$ cat src/rtl/uart_pkg.sv
`default_nettype none
// ============================================================================
// Module      : uart_pkg
// Description : Shared constants and types for the UART baud generator and
//               its prescaler: oversample limits, oversample mode enum and
//               the default integer divisor width.
// Revision    : 1.0 - initial release
// ============================================================================
package uart_pkg;

  localparam int unsigned UART_DIV_W_DEFAULT = 12;

  // Last sample index within a bit for each oversample mode
  localparam logic [3:0] UART_OSR16_LAST = 4'd15;
  localparam logic [3:0] UART_OSR8_LAST  = 4'd7;

  typedef enum logic {
    OSR_X16 = 1'b0,
    OSR_X8  = 1'b1
  } osr_mode_t;

  function automatic logic [3:0] osr_last(input osr_mode_t mode);
    return (mode == OSR_X8) ? UART_OSR8_LAST : UART_OSR16_LAST;
  endfunction

endpackage
`default_nettype wire

$ cat src/rtl/uart_baud_presc.sv
`default_nettype none
// ============================================================================
// Module      : uart_baud_presc
// Description : Sample-period prescaler. Counts 0..limit and flags the last
//               clock of each sample period with a combinational boundary
//               strobe. A fractional accumulator stretches a period by one
//               clock whenever it carries; with a zero fraction the period is
//               exactly div+1 clocks and the accumulator folds away.
// Ports       : clk        - system clock
//               rst_n      - asynchronous active-low reset
//               i_en       - enable; low clears counter and accumulator
//               i_div_q    - active integer divisor
//               i_frac_q   - active fractional divisor
//               o_boundary - high during the last clock of a sample period
// Revision    : 1.0 - initial release
// ============================================================================
module uart_baud_presc
  import uart_pkg::*;
#(
  parameter int unsigned DIV_W  = UART_DIV_W_DEFAULT,
  parameter int unsigned FRAC_W = 4
) (
  input  logic              clk,
  input  logic              rst_n,
  input  logic              i_en,
  input  logic [DIV_W-1:0]  i_div_q,
  input  logic [FRAC_W-1:0] i_frac_q,
  output logic              o_boundary
);

  // One extra bit so a stretched period (div+1) never wraps
  logic [DIV_W:0]  r_pre;
  logic [FRAC_W-1:0] r_acc;
  logic            r_ext;   // current period is stretched by one clock

  logic [DIV_W:0]  w_limit;
  logic [FRAC_W:0] w_sum;

  assign w_limit    = {1'b0, i_div_q} + {{DIV_W{1'b0}}, r_ext};
  assign w_sum      = {1'b0, r_acc} + {1'b0, i_frac_q};
  assign o_boundary = i_en && (r_pre == w_limit);

  always_ff @(posedge clk or negedge rst_n) begin
    if (!rst_n) begin
      r_pre <= '0;
      r_acc <= '0;
      r_ext <= 1'b0;
    end else if (!i_en) begin
      r_pre <= '0;
      r_acc <= '0;
      r_ext <= 1'b0;
    end else if (o_boundary) begin
      r_pre <= '0;
      r_acc <= w_sum[FRAC_W-1:0];
      r_ext <= w_sum[FRAC_W];
    end else begin
      r_pre <= r_pre + {{DIV_W{1'b0}}, 1'b1};
    end
  end

endmodule
`default_nettype wire

$ cat src/rtl/uart_baud_gen.sv
`default_nettype none
// ============================================================================
// Module      : uart_baud_gen
// Description : Parametrised UART baud generator. Emits a registered
//               oversample tick and a registered per-bit tick (x16 or x8
//               oversampling). New divisor/mode settings are held pending and
//               switched in only at a sample boundary (or at once while
//               disabled), restarting the bit, and acknowledged with a pulse.
// Options     : define UART_BAUD_FRAC_EN to add the fractional divisor input
//               i_frac_in; average period becomes div+1+frac/2^FRAC_W.
// Ports       : clk           - system clock, rising edge
//               rst_n         - asynchronous active-low reset
//               i_en          - generator enable
//               i_div_in      - new integer divisor
//               i_osr_sel     - new oversample mode (0 = x16, 1 = x8)
//               i_div_load    - capture new settings into pending
//               i_frac_in     - new fractional divisor (option only)
//               o_sample_tick - one-clock pulse per sample period
//               o_bit_tick    - one-clock pulse on the last sample of a bit
//               o_os_cnt      - sample index within the bit
//               o_load_ack    - pulse when pending settings became active
// Revision    : 1.0 - initial release
// ============================================================================
module uart_baud_gen
  import uart_pkg::*;
#(
  parameter int unsigned      DIV_W   = UART_DIV_W_DEFAULT,
  parameter logic [DIV_W-1:0] DIV_RST = '0,
  parameter int unsigned      FRAC_W  = 4
) (
  input  logic              clk,
  input  logic              rst_n,
  input  logic              i_en,
  input  logic [DIV_W-1:0]  i_div_in,
  input  logic              i_osr_sel,
  input  logic              i_div_load,
`ifdef UART_BAUD_FRAC_EN
  input  logic [FRAC_W-1:0] i_frac_in,
`endif
  output logic              o_sample_tick,
  output logic              o_bit_tick,
  output logic [3:0]        o_os_cnt,
  output logic              o_load_ack
);

  logic [DIV_W-1:0]  r_div_q;
  osr_mode_t         r_osr_q;
  logic [DIV_W-1:0]  r_pend_div;
  osr_mode_t         r_pend_osr;
  logic              r_pend;
  logic [3:0]        r_os_cnt;
  logic              r_sample_tick;
  logic              r_bit_tick;
  logic              r_load_ack;

  logic              w_boundary;
  logic              w_apply;
  logic [3:0]        w_last;
  logic [FRAC_W-1:0] w_frac_q;

  assign w_last  = osr_last(r_osr_q);
  // While disabled there is no boundary to wait for, so apply immediately
  assign w_apply = r_pend && (!i_en || w_boundary);

`ifdef UART_BAUD_FRAC_EN
  logic [FRAC_W-1:0] r_frac_q;
  logic [FRAC_W-1:0] r_pend_frac;

  always_ff @(posedge clk or negedge rst_n) begin
    if (!rst_n) begin
      r_frac_q    <= '0;
      r_pend_frac <= '0;
    end else begin
      if (w_apply)    r_frac_q    <= r_pend_frac;
      if (i_div_load) r_pend_frac <= i_frac_in;
    end
  end

  assign w_frac_q = r_frac_q;
`else
  assign w_frac_q = '0;
`endif

  uart_baud_presc #(
    .DIV_W  (DIV_W),
    .FRAC_W (FRAC_W)
  ) u_presc (
    .clk        (clk),
    .rst_n      (rst_n),
    .i_en       (i_en),
    .i_div_q    (r_div_q),
    .i_frac_q   (w_frac_q),
    .o_boundary (w_boundary)
  );

  always_ff @(posedge clk or negedge rst_n) begin
    if (!rst_n) begin
      r_div_q       <= DIV_RST;
      r_osr_q       <= OSR_X16;
      r_pend_div    <= '0;
      r_pend_osr    <= OSR_X16;
      r_pend        <= 1'b0;
      r_os_cnt      <= '0;
      r_sample_tick <= 1'b0;
      r_bit_tick    <= 1'b0;
      r_load_ack    <= 1'b0;
    end else begin
      // Ticks of an apply boundary still belong to the old configuration
      r_sample_tick <= w_boundary;
      r_bit_tick    <= w_boundary && (r_os_cnt == w_last);
      r_load_ack    <= w_apply;

      if (!i_en) begin
        r_os_cnt <= '0;
      end else if (w_boundary) begin
        r_os_cnt <= (w_apply || (r_os_cnt == w_last)) ? 4'd0 : r_os_cnt + 4'd1;
      end

      if (w_apply) begin
        r_div_q <= r_pend_div;
        r_osr_q <= r_pend_osr;
      end

      // A load on an apply edge refills pending, so pend stays set
      if (i_div_load) begin
        r_pend_div <= i_div_in;
        r_pend_osr <= osr_mode_t'(i_osr_sel);
        r_pend     <= 1'b1;
      end else if (w_apply) begin
        r_pend     <= 1'b0;
      end
    end
  end

  assign o_sample_tick = r_sample_tick;
  assign o_bit_tick    = r_bit_tick;
  assign o_os_cnt      = r_os_cnt;
  assign o_load_ack    = r_load_ack;

endmodule
`default_nettype wire

$ cat config.mk
export PLATFORM = sky130hd
export DESIGN_NAME = uart_baud_gen
export DESIGN_NICKNAME = d
export VERILOG_FILES = /design/src/rtl/uart_pkg.sv /design/src/rtl/uart_baud_presc.sv /design/src/rtl/uart_baud_gen.sv
export SDC_FILE = /design/constraint.sdc
export NUM_CORES = 1
export LEC_CHECK = 0
export ABC_AREA = 1
export ABC_CLOCK_PERIOD_IN_PS = 3300
export CORE_ASPECT_RATIO = 0.7
export CORE_UTILIZATION = 30
export DETAILED_ROUTE_END_ITERATION = 8
export GPL_TIMING_DRIVEN = 1
export PLACE_DENSITY = 0.59
export SLEW_MARGIN = 25
export SYNTH_ARGS = -nofsm -noshare
export SYNTH_HDL_FRONTEND = slang
export SYNTH_HIERARCHICAL = 1
export SYNTH_SLANG_ARGS = --single-unit
$ cat constraint.sdc
create_clock -name clk -period 3.3 [get_ports clk]
set_clock_uncertainty 0.15 [all_clocks]
set_input_delay 0.99 -clock clk [delete_from_list [all_inputs] [get_ports clk]]
set_output_delay 0.99 -clock clk [all_outputs]
set_load 0.005 [all_outputs]
# After elaboration in Yosys (flattened, before gate mapping)
# Cells that the tools add are included.
[totals] regBits=48 input_bits=17 out_inout_bits=7 wordCells=34
[classes] n_addsub=3 eq_ne=3 muxes=10 n_reduce_logical=7
[op_table] cell="13-bit 2-to-1 mux" count=2
[op_table] cell="4-bit 2-to-1 mux" count=4
[op_table] cell="12-bit by 1-bit adder with 13-bit output" count=1
[op_table] cell="13-bit by 1-bit adder with 13-bit output (second input constant)" count=1
[op_table] cell="13-bit == test" count=1
[op_table] cell="4-bit by 1-bit adder with 4-bit output (second input constant)" count=1
[op_table] cell="4-bit == test" count=1
[op_table] cell="1-bit 2-to-1 mux" count=4
[op_table] cell="1-bit logical AND" count=3
[op_table] cell="1-bit logical OR" count=2
[op_table] cell="2-bit by 1-bit != test with 1-bit output (second input constant)" count=1
[op_table] cell="2-bit nonzero test" count=1
[op_table] cell="1-bit zero test" count=1

# Logic depth before layout (Yosys ltp)
# Gate-level depths: netlist of the first run.
[logic_depth] depth_word=9 mapped_depth=18 depth_no_buf=17

# By module
# Netlist of the first run, hierarchy kept.
[modules_own_cells] mod="uart_baud_presc" n_inst=1 cells_per_inst=259 area_per_inst_um2=1686.6 seq_area_each_um2=450.4
[modules_own_cells] mod="uart_baud_gen" n_inst=1 cells_per_inst=140 area_per_inst_um2=1411.4 seq_area_each_um2=850.8

# Least setup slack after synthesis of the first run
# No wires, ideal clock.
[synth_path] path_type="register to register" from="register r_div_q[0]" to="register r_div_q[8]" setup_ns=0.118 arrival_time_ns=2.398 required_time_ns=3.032 slack_ns=0.635 stages_incl_launch_ff=19 path_buffers=1 period_less_slack_ns=2.665 path_cell_list="dfrtp_1 > ha_1 > ha_1 > inv_1 > nand2_1 > nand2_1 > nor2_1 > nand2_1 > nor2_1 > nand2_1 > nor2_2 > nand4_4 > nor2_1 > nor2_4 > nor2_4 > inv_4 > buf_6 > nand2_1 > o21ai_2"
[synth_via] elab_chain_cells=5
[synth_lines] element="from (decl)" line_no="uart_baud_gen.sv:46" source="logic [DIV_W-1:0] r_div_q;"
[synth_lines] element="from (signal assigned)" line_no="uart_baud_gen.sv:120" source="r_div_q <= r_pend_div;"
[synth_lines] element="12-bit by 1-bit adder with 13-bit output" line_no="uart_baud_presc.sv:39" source="assign w_limit = {1'b0, i_div_q} + {{DIV_W{1'b0}}, r_ext};"
[synth_lines] element="13-bit == test" line_no="uart_baud_presc.sv:41" source="assign o_boundary = i_en && (r_pre == w_limit);"
[synth_lines] element="1-bit logical AND" line_no="uart_baud_presc.sv:41"
[synth_lines] element="net w_boundary" line_no="uart_baud_gen.sv:56" source="logic w_boundary;"
[synth_lines] element="1-bit logical OR" line_no="uart_baud_gen.sv:63" source="assign w_apply = r_pend && (!i_en || w_boundary);"
[synth_lines] element="1-bit logical AND" line_no="uart_baud_gen.sv:63"
[synth_lines] element="net w_apply" line_no="uart_baud_gen.sv:57" source="logic w_apply;"
# The timed path passes the listed nets, and every way through them passes these cells.
# A chain may end at the register's enable or synchronous reset.

# Final worst setup path of the first run
[layout_path] from="register r_div_q[0]" to="register r_div_q[3]"
# The elaborated chain is that of the path after synthesis.

==> results.sh, run 1 <==
export IMPL_stdcell_count=557
export IMPL_ys_types=32
export IMPL_hold_violations=0
export IMPL_drtIter0Drc=101
export IMPL_ios=24
export IMPL_die_area_um2=10700
export IMPL_ys_warn_count=6
export IMPL_cts_tree="done"
export IMPL_grtUsageTotal=0.130
export IMPL_layout_drive_gt1_share=0.119
export IMPL_grt_start_max_net_pins=29
export IMPL_maxCapViolations=0
export IMPL_reg2regPathDepth=17
export IMPL_cp_num_buf_inv=2
export IMPL_synth_largest_area_cell="dfrtp_1"
export IMPL_cp_arrival_ns=2.93
export IMPL_crit_family="simple AND/OR/NAND/NOR gates"
export IMPL_core_um2=9870
export IMPL_cts_made_buffers=5
export IMPL_placed_cells=549
export IMPL_drc=0
export IMPL_yosysSeqAreaShare=0.420
export IMPL_hold_depth=2
export IMPL_synth_edf_count=0
export IMPL_cp_end_kind="flip-flop"
export IMPL_cts_resized_gates=0
export IMPL_synthDominantCellAreaShare=0.420
export IMPL_n_antenna_cell=0
export IMPL_min_from="r_div_q[0]"
export IMPL_clk_pin_slew_ns=0.07
export IMPL_start_kind="flip-flop"
export IMPL_grt_pass1_wl_um=10800
export IMPL_period_share=0.879
export IMPL_hp_class="reg -> reg"
export IMPL_drv_slew=0
export IMPL_syn_area_per_cell_um2=7.76
export IMPL_p_total_mw=1.52
export IMPL_busiest_layer="met1"
export IMPL_die_h_um=87.0
export IMPL_num_rows=30
export IMPL_synth_common_cells="120 x nand2_1, 62 x inv_1, 52 x dfrtp_1"
export IMPL_max_slew_margin=0.571
export IMPL_power_density_nw_per_um2=423
export IMPL_cts_sinks=52
export IMPL_syn_cell_area_um2=3100
export IMPL_setup_viol=0
export IMPL_synth_ff_type="dfrtp_1"
export IMPL_wirelength_um=6300
export IMPL_regToRegSetupSlack_ns=0.40
export IMPL_use_met3=0.0347
export IMPL_tns_ns=0
export IMPL_syn_to_final_growth_pct=15.9
export IMPL_r2r_end="r_div_q[3]"
export IMPL_max_freq_mhz=345
export IMPL_routedWlPerCell_um=11.3
export IMPL_grt_ovfl_total=0
export IMPL_antenna_found_initial=0
export IMPL_grt_setup_unrepaired="no"
export IMPL_grt_pass1_vias=2287
export IMPL_synth_most_common_cell="nand2_1"
export IMPL_ys_seq_elements=52
export IMPL_max_stage_delay_ns=0.38
export IMPL_vias=2433
export IMPL_firstDrtPassIters=4
export IMPL_synthCells=399
export IMPL_dp_hpwl_um=4780
export IMPL_htreeDepth=2
export IMPL_status="complete, no violations"
export IMPL_synthTopCellsByArea="dfrtp_1 42%, nand2_1 15%, inv_1 7.5%"
export IMPL_place_congestion=0.890
export IMPL_async_reset_ff_frac=1.00
export IMPL_final_nets=454
export IMPL_clkLatencyLatePin_ns=0.30
export IMPL_initial_core_util=0.314
export IMPL_cts_hold_buf=0
export IMPL_layout_min_cycle_time_ns=2.90
export IMPL_final_area_um2=3590
export IMPL_critical_path_class="reg -> reg"
export IMPL_nFillCells=1035
export IMPL_cp_max_fo=25
export IMPL_use_met2=0.180
export IMPL_p_leak_nw=1.75
export IMPL_irDropWorstVdd_uv=195
export IMPL_drtAntennaViolNets=0
export IMPL_cts_root_buf="clkbuf_16"
export IMPL_path_common_cell="nand2_1"
export IMPL_cp_required_ns=3.33
export IMPL_io_buffer_count=23
export IMPL_min_to="r_div_q[0]"
export IMPL_die_x_um=123
export IMPL_cts_setup_buffers=0
export IMPL_place_area_um2=3450
export IMPL_worstMarginPinSlew_ns=0.643
export IMPL_clockBufferDepth=2
export IMPL_viasPerCell=4.37
export IMPL_crit_path_top_delay_cell="dfrtp_1"
export IMPL_holdWs_ns=0.345
export IMPL_crit_chain="ha_1 > ha_1 > inv_1 > nand2_1 > nand2_1 > nor2_1 > nand2_1 > nor2_1 > nand2_1 > nor2_2 > nand4_4 > nor2_1 > nor2_4 > nor2_4 > inv_4 > nand2_1 > o21ai_2"
export IMPL_rr_startpoint="r_div_q[0]"
export IMPL_met1_usage=0.197
-- power by group --
group	switching (mW)	internal (mW)	total, mW
clock network	0.240	0.284	0.524
registers	0.0471	0.683	0.730
logic	0.163	0.103	0.266
total	0.450	1.07	1.52
-- state kept, by name, summed over array words and instances, names as in the netlist --
register and count:
r_pend_div 12, u_presc/r_acc 4, o_load_ack 1, o_bit_tick 1
r_pend 1, r_div_q 12, u_presc/r_ext 1, u_presc/r_pre 13
o_sample_tick 1, r_pend_osr 1, r_osr_q 1, o_os_cnt 4
-- layout make-up --
type                       instances  area, um^2  area share
inverter                          65         246      0.0687
sequential                        52        1300       0.362
multi-input combinational        276        1480       0.411
tap                              128         160      0.0446
clock buffer                       6         129      0.0359
clock inverter                     2        13.8     0.00383
timing repair buffer              28         263      0.0732
-- per-stage QoR --
stage / utilization / setup WS [ns]
final: 0.364 / 0.399
after global routing: 0.364 / 0.0371
after CTS: 0.364 / 0.406
after detailed placement: 0.349 / 0.445
after global placement: 0.349 / 0.519
after floorplan: - / 0.635
-- placed cells by master (no fill, tap or decap), types with 3 or more instances in the layout --
master / count
inv_1: 62
conb_1: 5
clkbuf_16: 5
clkdlybuf4s50_1: 22
o21ai_2: 12
nor2_2: 13
o21ai_0: 17
nand3_1: 34
ha_1: 8
nor2_4: 4
dfrtp_1: 52
a21oi_1: 3
nor2_1: 24
nand2_1: 120
xnor2_1: 6
xor2_1: 10
nand4_1: 5
o21bai_1: 3
buf_4: 5
-- routing by layer --
metal,vias up,wire length [um],share of wire
met1,1109,3510,0.56
met3,5,292,0.046
met2,36,2450,0.39
met5,-,0,0
li1,1283,-,-
met4,0,43,0.0068
-- logic make-up after synthesis --
| group | synth area share |
|---|---|
| AOI/OAI and AO/OA | 0.0735 |
| xor gates and xnor gates | 0.0452 |
| adders and majority gates | 0.0388 |
| buffers and inverters | 0.108 |
| DFF | 0.420 |
| muxes | 0.00363 |
| other | 0.00121 |
| and+or+nand+nor | 0.309 |
-- worst max-delay path by stage --
stage | from | endpoint | slack (ns) | cells after the start
6_report | r_div_q[0] | r_div_q[3] | 0.40 | 17
3_5_place_dp | r_div_q[0] | r_div_q[2] | 0.45 | 17
2_1_floorplan | r_div_q[0] | r_div_q[8] | 0.63 | 18
3_3_place_gp | r_div_q[0] | r_div_q[0] | 0.52 | 17
5_1_grt | r_div_q[0] | r_div_q[3] | 0.04 | 17
4_1_cts | r_div_q[0] | r_div_q[3] | 0.41 | 17
-- worst reg2reg max path, cell delays in order, from the launching register on --
cell and delay (ns):
dfrtp_1 0.38, ha_1 0.22, ha_1 0.36, inv_1 0.06
nand2_1 0.05, nand2_1 0.05, nor2_1 0.14, nand2_1 0.07
nor2_1 0.10, nand2_1 0.06, nor2_2 0.12, nand4_4 0.16
nor2_1 0.27, nor2_4 0.10, nor2_4 0.16, inv_4 0.15
nand2_1 0.12, o21ai_2 0.05
No activity file was read; power rests on OpenSTA's default activity.
==> inputs of run 2 (changes only) <==
--- a/config.mk
+++ b/config.mk
@@ -9,6 +9,7 @@
 export ABC_CLOCK_PERIOD_IN_PS = 3300
 export CORE_ASPECT_RATIO = 0.7
 export CORE_UTILIZATION = 30
+export CTS_CLUSTER_SIZE = 25
 export DETAILED_ROUTE_END_ITERATION = 8
 export GPL_TIMING_DRIVEN = 1
 export PLACE_DENSITY = 0.59
==> results of run 2 <==
Final layout, timing and power as in run 1 (identical DEF).
